$ cat src/rtl/vga_timing_gen.sv
// vga_timing_gen: raster counters with decoded sync pulses, pixel coordinates and active-video flag.
// Define VGA_TIMING_SYNC_PIPE_EN to delay h_sync, v_sync, line_start and frame_start by one clock.
module vga_timing_gen #(
    parameter int H_ACTIVE   = 640,
    parameter int H_FP       = 16,
    parameter int H_SYNC     = 96,
    parameter int H_BP       = 48,
    parameter int V_ACTIVE   = 480,
    parameter int V_FP       = 10,
    parameter int V_SYNC     = 2,
    parameter int V_BP       = 33,
    parameter int H_SYNC_POL = 0,
    parameter int V_SYNC_POL = 0
) (
    input  logic       clk,
    input  logic       rst,
    output logic [9:0] x,
    output logic [8:0] y,
    output logic       frame_active,
    output logic       h_sync,
    output logic       v_sync,
    output logic       line_start,
    output logic       frame_start
);
    localparam int H_TOTAL = H_ACTIVE + H_FP + H_SYNC + H_BP;
    localparam int V_TOTAL = V_ACTIVE + V_FP + V_SYNC + V_BP;

    localparam logic [9:0]  H_LAST     = 10'(H_TOTAL - 1);
    localparam logic [9:0]  V_LAST     = 10'(V_TOTAL - 1);
    localparam logic [10:0] H_ACT_END  = 11'(H_ACTIVE);
    localparam logic [10:0] H_SYNC_BEG = 11'(H_ACTIVE + H_FP);
    localparam logic [10:0] H_SYNC_END = 11'(H_ACTIVE + H_FP + H_SYNC);
    localparam logic [10:0] V_ACT_END  = 11'(V_ACTIVE);
    localparam logic [10:0] V_SYNC_BEG = 11'(V_ACTIVE + V_FP);
    localparam logic [10:0] V_SYNC_END = 11'(V_ACTIVE + V_FP + V_SYNC);
    localparam logic        H_POL      = (H_SYNC_POL != 0);
    localparam logic        V_POL      = (V_SYNC_POL != 0);

    if (H_TOTAL > 1024) begin : g_hTotalCheck
        $error("vga_timing_gen: H_TOTAL exceeds 1024");
    end
    if (V_TOTAL > 1024) begin : g_vTotalCheck
        $error("vga_timing_gen: V_TOTAL exceeds 1024");
    end

    logic [9:0]  r_hCtr;
    logic [9:0]  r_vCtr;
    logic [10:0] w_hExt;
    logic [10:0] w_vExt;
    logic        w_hSyncOn;
    logic        w_vSyncOn;
    logic        w_hSync;
    logic        w_vSync;
    logic        w_lineStart;
    logic        w_frameStart;

    // Reset parks on the last pixel so the first edge after release lands on (0,0).
    always_ff @(posedge clk or posedge rst) begin
        if (rst) begin
            r_hCtr <= H_LAST;
            r_vCtr <= V_LAST;
        end else if (r_hCtr == H_LAST) begin
            r_hCtr <= '0;
            r_vCtr <= (r_vCtr == V_LAST) ? '0 : r_vCtr + 10'd1;
        end else begin
            r_hCtr <= r_hCtr + 10'd1;
        end
    end

    assign w_hExt       = {1'b0, r_hCtr};
    assign w_vExt       = {1'b0, r_vCtr};
    assign w_hSyncOn    = (w_hExt >= H_SYNC_BEG) && (w_hExt < H_SYNC_END);
    assign w_vSyncOn    = (w_vExt >= V_SYNC_BEG) && (w_vExt < V_SYNC_END);
    assign w_hSync      = w_hSyncOn ? H_POL : ~H_POL;
    assign w_vSync      = w_vSyncOn ? V_POL : ~V_POL;
    assign w_lineStart  = (r_hCtr == 10'd0);
    assign w_frameStart = w_lineStart && (r_vCtr == 10'd0);

    assign x            = r_hCtr;
    assign y            = r_vCtr[8:0];
    assign frame_active = (w_hExt < H_ACT_END) && (w_vExt < V_ACT_END);

`ifdef VGA_TIMING_SYNC_PIPE_EN
    logic r_hSync;
    logic r_vSync;
    logic r_lineStart;
    logic r_frameStart;

    // One-clock delay to line sync up with a registered RGB stage downstream.
    always_ff @(posedge clk or posedge rst) begin
        if (rst) begin
            r_hSync      <= ~H_POL;
            r_vSync      <= ~V_POL;
            r_lineStart  <= 1'b0;
            r_frameStart <= 1'b0;
        end else begin
            r_hSync      <= w_hSync;
            r_vSync      <= w_vSync;
            r_lineStart  <= w_lineStart;
            r_frameStart <= w_frameStart;
        end
    end

    assign h_sync      = r_hSync;
    assign v_sync      = r_vSync;
    assign line_start  = r_lineStart;
    assign frame_start = r_frameStart;
`else
    assign h_sync      = w_hSync;
    assign v_sync      = w_vSync;
    assign line_start  = w_lineStart;
    assign frame_start = w_frameStart;
`endif

endmodule
$ cat config.mk
export PLATFORM = sky130hd
export DESIGN_NAME = vga_timing_gen
export DESIGN_NICKNAME = d
export VERILOG_FILES = /design/src/rtl/vga_timing_gen.sv
export SDC_FILE = /design/constraint.sdc
export NUM_CORES = 1
export LEC_CHECK = 0
export ABC_AREA = 0
export BUFFER_PORTS_ARGS = -buffer_cell sky130_fd_sc_hd__buf_2
export CELL_PAD_IN_SITES_DETAIL_PLACEMENT = 0
export CELL_PAD_IN_SITES_GLOBAL_PLACEMENT = 1
export CORE_MARGIN = 5
export CORE_UTILIZATION = 34
export CTS_CLUSTER_SIZE = 40
export DETAILED_ROUTE_END_ITERATION = 6
export PLACE_DENSITY_LB_ADDON = 0.1
export SLEW_MARGIN = 20
export SYNTH_ARGS = -nofsm -noshare
export SYNTH_HDL_FRONTEND = slang
export SYNTH_SLANG_ARGS = --single-unit
$ cat constraint.sdc
create_clock -name clk -period 1.8 [get_ports clk]
set_input_delay 0.27 -clock clk [delete_from_list [all_inputs] [get_ports clk]]
set_output_delay 0.27 -clock clk [all_outputs]
set_load 0.03 [all_outputs]
== Yosys cells after proc, flatten, opt, wreduce, memory -nomap -nowiden ==
Cells that the tools add are included.

* Bits in registers: 20
* Bits of input ports: 2

* Add/subtract/negate cells: 2
* Order comparisons: 6
* Equal/unequal tests: 2
* Multiplexer cells: 4
* Reduce and logical (&&, ||, !) cells: 6

{| class="wikitable"
|+ Operator list
! cell !! count
|-
| $add A10 B1 Y10 const B || 2
|-
| $eq A10 B10 Y1 const B || 2
|-
| $logic_not A10 Y1 || 2
|-
| $lt A10 B10 Y1 const B || 2
|-
| $lt A10 B9 Y1 const B || 2
|-
| $mux W10 || 2
|-
| $ge A10 B10 Y1 const B || 1
|-
| $ge A10 B9 Y1 const B || 1
|-
| $logic_and A1 B1 Y1 || 4
|-
| $mux W1 || 2
|}

== Longest topological paths before layout ==
* Depth after elaboration: 3
* Depth in mapped cells: 6
* Depth with buffers taken out: 6

== Least setup slack after synthesis ==
No wires, ideal clock.

* Path type: register -> output
* From: reg r_hCtr[7], in the netlist x[7]
* To: out frame_start
* Data arrival time: 2.940 ns
* Required time: 1.530 ns
* Setup slack: -1.410 ns
* Stages on the path, launching flop included: 4
* Path buffers: 0
* Cells stage by stage: dfrtp_1 -> or4_1 -> nor4_1 -> nor3b_1

* Longest elaborated chain between the ends: 2

{| class="wikitable"
|+ RTL lines
! what !! RTL line !! text
|-
| start, declared || 46 || <nowiki>logic [9:0] r_hCtr;</nowiki>
|-
| start signal, assigned || 66 || <nowiki>r_hCtr <= r_hCtr + 10'd1;</nowiki>
|-
| $logic_not A10 Y1 || 76 || <nowiki>assign w_lineStart = (r_hCtr == 10'd0);</nowiki>
|-
| via line_start || 22 || <nowiki>output logic line_start,</nowiki>
|-
| $logic_and A1 B1 Y1 || 77 || <nowiki>assign w_frameStart = w_lineStart && (r_vCtr == 10'd0);</nowiki>
|-
| end, declared || 23 || <nowiki>output logic frame_start</nowiki>
|}

The timed path passes the listed nets, and every way through them passes these cells.

== Worst setup path in the final report ==
* From: reg r_hCtr[4], in the netlist x[4]
* To: out frame_start

* Longest elaborated chain between the ends: 2

{| class="wikitable"
|+ RTL lines
! what !! RTL line
|-
| $logic_not A10 Y1 || 76
|-
| $logic_and A1 B1 Y1 || 77
|}

Every way passes these cells.

==> impl_metrics.env <==
export IMPL_nNetsFinal=183
export IMPL_synth_avg_cell_area_um2=9.63
export IMPL_grt_first_pass_wirelength_um=5470
export IMPL_r2r_setup_slack_ns=0.05
export IMPL_crit_type="reg -> out"
export IMPL_ys_flop_type="dfstp_2"
export IMPL_synth_fa_ha_area_share_pct=5.08
export IMPL_hold_path_class="in -> async"
export IMPL_hpwl_um=2370
export IMPL_required_ns=1.53
export IMPL_synth_xor_area_share_pct=7.11
export IMPL_n_antenna_cell=0
export IMPL_syn_inst=128
export IMPL_vias=1109
export IMPL_finClkSkew_ns=0.00790
export IMPL_syn_area_um2=1230
export IMPL_core_area_um2=3420
export IMPL_synth_net_count=135
export IMPL_dieArea_um2=4930
export IMPL_fin_ws_ns=-0.237
export IMPL_worstPathCellList="or4_4, nor4_4, nor3b_4, buf_6"
export IMPL_clock_sink_count=20
export IMPL_slowest_stage="or4_4"
export IMPL_clk_path_buf_depth=2
export IMPL_drv_slew=0
export IMPL_tightest_slew_ns=0.686
export IMPL_grt_max_degree=17
export IMPL_wl_um=3230
export IMPL_insertion_delay_ns=0.31
export IMPL_comb_power_share_pct=1.7
export IMPL_synth_top_family_by_area="simple AND/OR/NAND/NOR gates"
export IMPL_pwr_share_clk_pct=37.4
export IMPL_hold_viol_final=0
export IMPL_dp_cells=208
export IMPL_cts_made_buffers=3
export IMPL_timing_rr_end="r_vCtr[4]"
export IMPL_relSlewSlack_pct=54.2
export IMPL_setup_viol=2
export IMPL_die_w_um=70.2
export IMPL_synth_edf_count=0
export IMPL_synthMuxAreaShare_pct=0
export IMPL_p_seq_share_pct=61.0
export IMPL_finalCritPeriodShare_pct=113
export IMPL_synthSimpleGateAreaFrac_pct=23.8
export IMPL_final_layout_size_suffix_gt1_share_pct=50.3
export IMPL_htreeDepth=1
export IMPL_ant_nets=0
export IMPL_critPathTopFamily="simple AND/OR/NAND/NOR gates"
export IMPL_start_util_pct=36.1
export IMPL_ys_ff_latch=20
export IMPL_worstSetupEndpointType="output port"
export IMPL_io_pins=26
export IMPL_clk_pin_slew_ns=0.13
export IMPL_antenna_found_initial=0
export IMPL_rsz0062_at_grt="yes"
export IMPL_rows=21
export IMPL_syn_to_final_growth_pct=42.9
export IMPL_max_vdd_ir_drop_mv=0.210
export IMPL_grt_total_usage_pct=13.8
export IMPL_arrival_ns=1.77
export IMPL_worst_path_buf_inv=1
export IMPL_grt_pass1_vias=1172
export IMPL_die_h_um=70.2
export IMPL_leakage_nw=0.802
export IMPL_switchingPower_mw=0.163
export IMPL_clock_root_buffer="clkbuf_4"
export IMPL_max_freq_mhz=491
export IMPL_drc=0
export IMPL_seq_area_frac_synth_pct=41.6
export IMPL_final_cells=221
export IMPL_p_sw_share_pct=22.0
export IMPL_maxCapViolCount=0
export IMPL_post_place_ws_ns=0.0543
export IMPL_grt_ovfl_total=0
export IMPL_r2r_cells=7
export IMPL_synth_compound_area_share_pct=11.7
export IMPL_status="complete, but fails checks"
export IMPL_max_stage_delay_ns=0.53
export IMPL_cp_max_fo=2
export IMPL_wire_per_inst_um=14.6
export IMPL_drt_iter0_drc=59
export IMPL_viasPerCell=5.02
export IMPL_power_density_nw_per_um2=419
export IMPL_failed_checks="negative setup slack"
export IMPL_globalplace_congestion=0.792
export IMPL_yosysUniqueCellTypes=36
export IMPL_ys_warn_count=0
export IMPL_intPower_mw=0.576
export IMPL_firstDrtPassIters=4
export IMPL_period_minus_slack_ns=2.04
export IMPL_async_reset_ff_share_pct=100
export IMPL_cts_tree="built"
export IMPL_critPathLaunchType="flop"
export IMPL_place_port_buffers=25
export IMPL_timing_rr_start="x[0]"
-- power by group through the flow --
stage	Combinational (mW)	Clock (mW)	Sequential, mW
finish	0.0122	0.276	0.451
global route	0.0143	0.299	0.451
CTS	0.0126	0.281	0.451
detailed placement	0.0126	0	0.458
global placement	0.0125	0	0.458
floorplan	0.00654	0	0.458
-- placed cells by master (no fill, tap or decap), drive strengths merged, types with 2 or more instances in the layout --
cell	synthesis	layout
nand4	5	5
o21a	2	2
dfstp	10	10
nand2	8	8
nor4	4	4
ha	5	5
nor2	10	10
nor3	2	2
dfrtp	10	10
buf	11	55
xor2	5	5
o31ai	5	5
clkbuf	1	4
inv	10	10
nor2b	3	3
xnor2	5	5
and2	4	4
a32oi	2	2
nand3	7	7
o21ai	3	3
and3	3	3
or4	2	2
-- area by class of cell --
class / count / area [um^2]
fill: 346 / 1650
tap: 46 / 57.6
timing repair buffer: 55 / 404
sequential: 20 / 515
clock buffer: 4 / 36.3
inverter: 10 / 37.5
multi-input combinational: 86 / 711
-- state kept, by name, summed over array words and instances (netlist names) --
| name | flops |
|---|---|
| r_vCtr | 10 |
| x | 10 |
-- worst reg2reg max path, stage by stage, from the launching register on --
cell	delay, ns
dfstp_2	0.57
buf_6	0.11
ha_4	0.13
and3_4	0.18
buf_4	0.13
and3_4	0.21
nand2_1	0.08
o41ai_1	0.24
-- worst max path at each step --
stage               start     endpoint  cells past startpoint
floorplan            x[6]  frame_start                      3
global placement     x[4]  frame_start                      4
detailed placement   x[6]    r_vCtr[8]                      6
CTS                  x[4]  frame_start                      4
global route         x[4]  frame_start                      4
finish               x[4]  frame_start                      4
-- per-layer routing --
metal | GRT usage [%] | wire length (um) | vias to the layer above | part of all wire (%)
met3 | 2.30 | 117 | 4 | 3.6
met5 | 0 | 0 | - | 0
met1 | 16.6 | 1400 | 543 | 43
li1 | - | - | 538 | -
met2 | 24.4 | 1680 | 24 | 52
met4 | 5.53 | 34 | 0 | 1.1
-- cells in the mapped netlist (3+ instances only) --
cell	count	area (um^2)
buf_4	9	67.6
dfrtp_1	10	250
o21ai_0	3	15.0
and2_1	4	25.0
nor4_1	4	25.0
nand4_1	5	31.3
xnor2_1	5	43.8
nand2_1	8	30.0
nor2b_1	3	18.8
ha_1	5	62.6
xor2_1	5	43.8
nor2_1	10	37.5
inv_1	10	37.5
o31ai_1	5	37.5
dfstp_2	10	263
nand3_1	6	30.0
-- stage by stage --
| step | TNS, ns | total power [mW] | area [um^2] | util (%) | hold slack, ns |
|---|---|---|---|---|---|
| final | -0.369 | 0.739 | 1760 | 51.6 | 0.0339 |
| after detailed placement | 0 | 0.471 | 1530 | 44.7 | 0.394 |
| after CTS | -0.533 | 0.744 | 1630 | 47.7 | 0.0470 |
| after global routing | -0.734 | 0.764 | 1760 | 51.6 | 0.0870 |
| after global placement | 0 | 0.471 | 1530 | 44.7 | 0.395 |
| after floorplan | -0.319 | 0.465 | 1280 | - | 0.226 |
-- logic make-up after synthesis --
| logic type | count (synthesis) |
|---|---|
| AOI/OAI and AO/OA | 20 |
| buffers and inverters | 22 |
| and+or+nand+nor | 51 |
| xor gates and xnor gates | 10 |
| adders and majority gates | 5 |
| DFF | 20 |
-- what timing repair did --
item / 4_1_cts / 5_1_grt
resized for setup: 9 / 22
hold buffers: 0 / 0
pin swaps: 1 / 10
endpoints found under the setup margin: 3 / 10
buffers inserted: 4 / 6
gates cloned: 0 / 0
No activity file was read; power rests on OpenSTA's default activity.
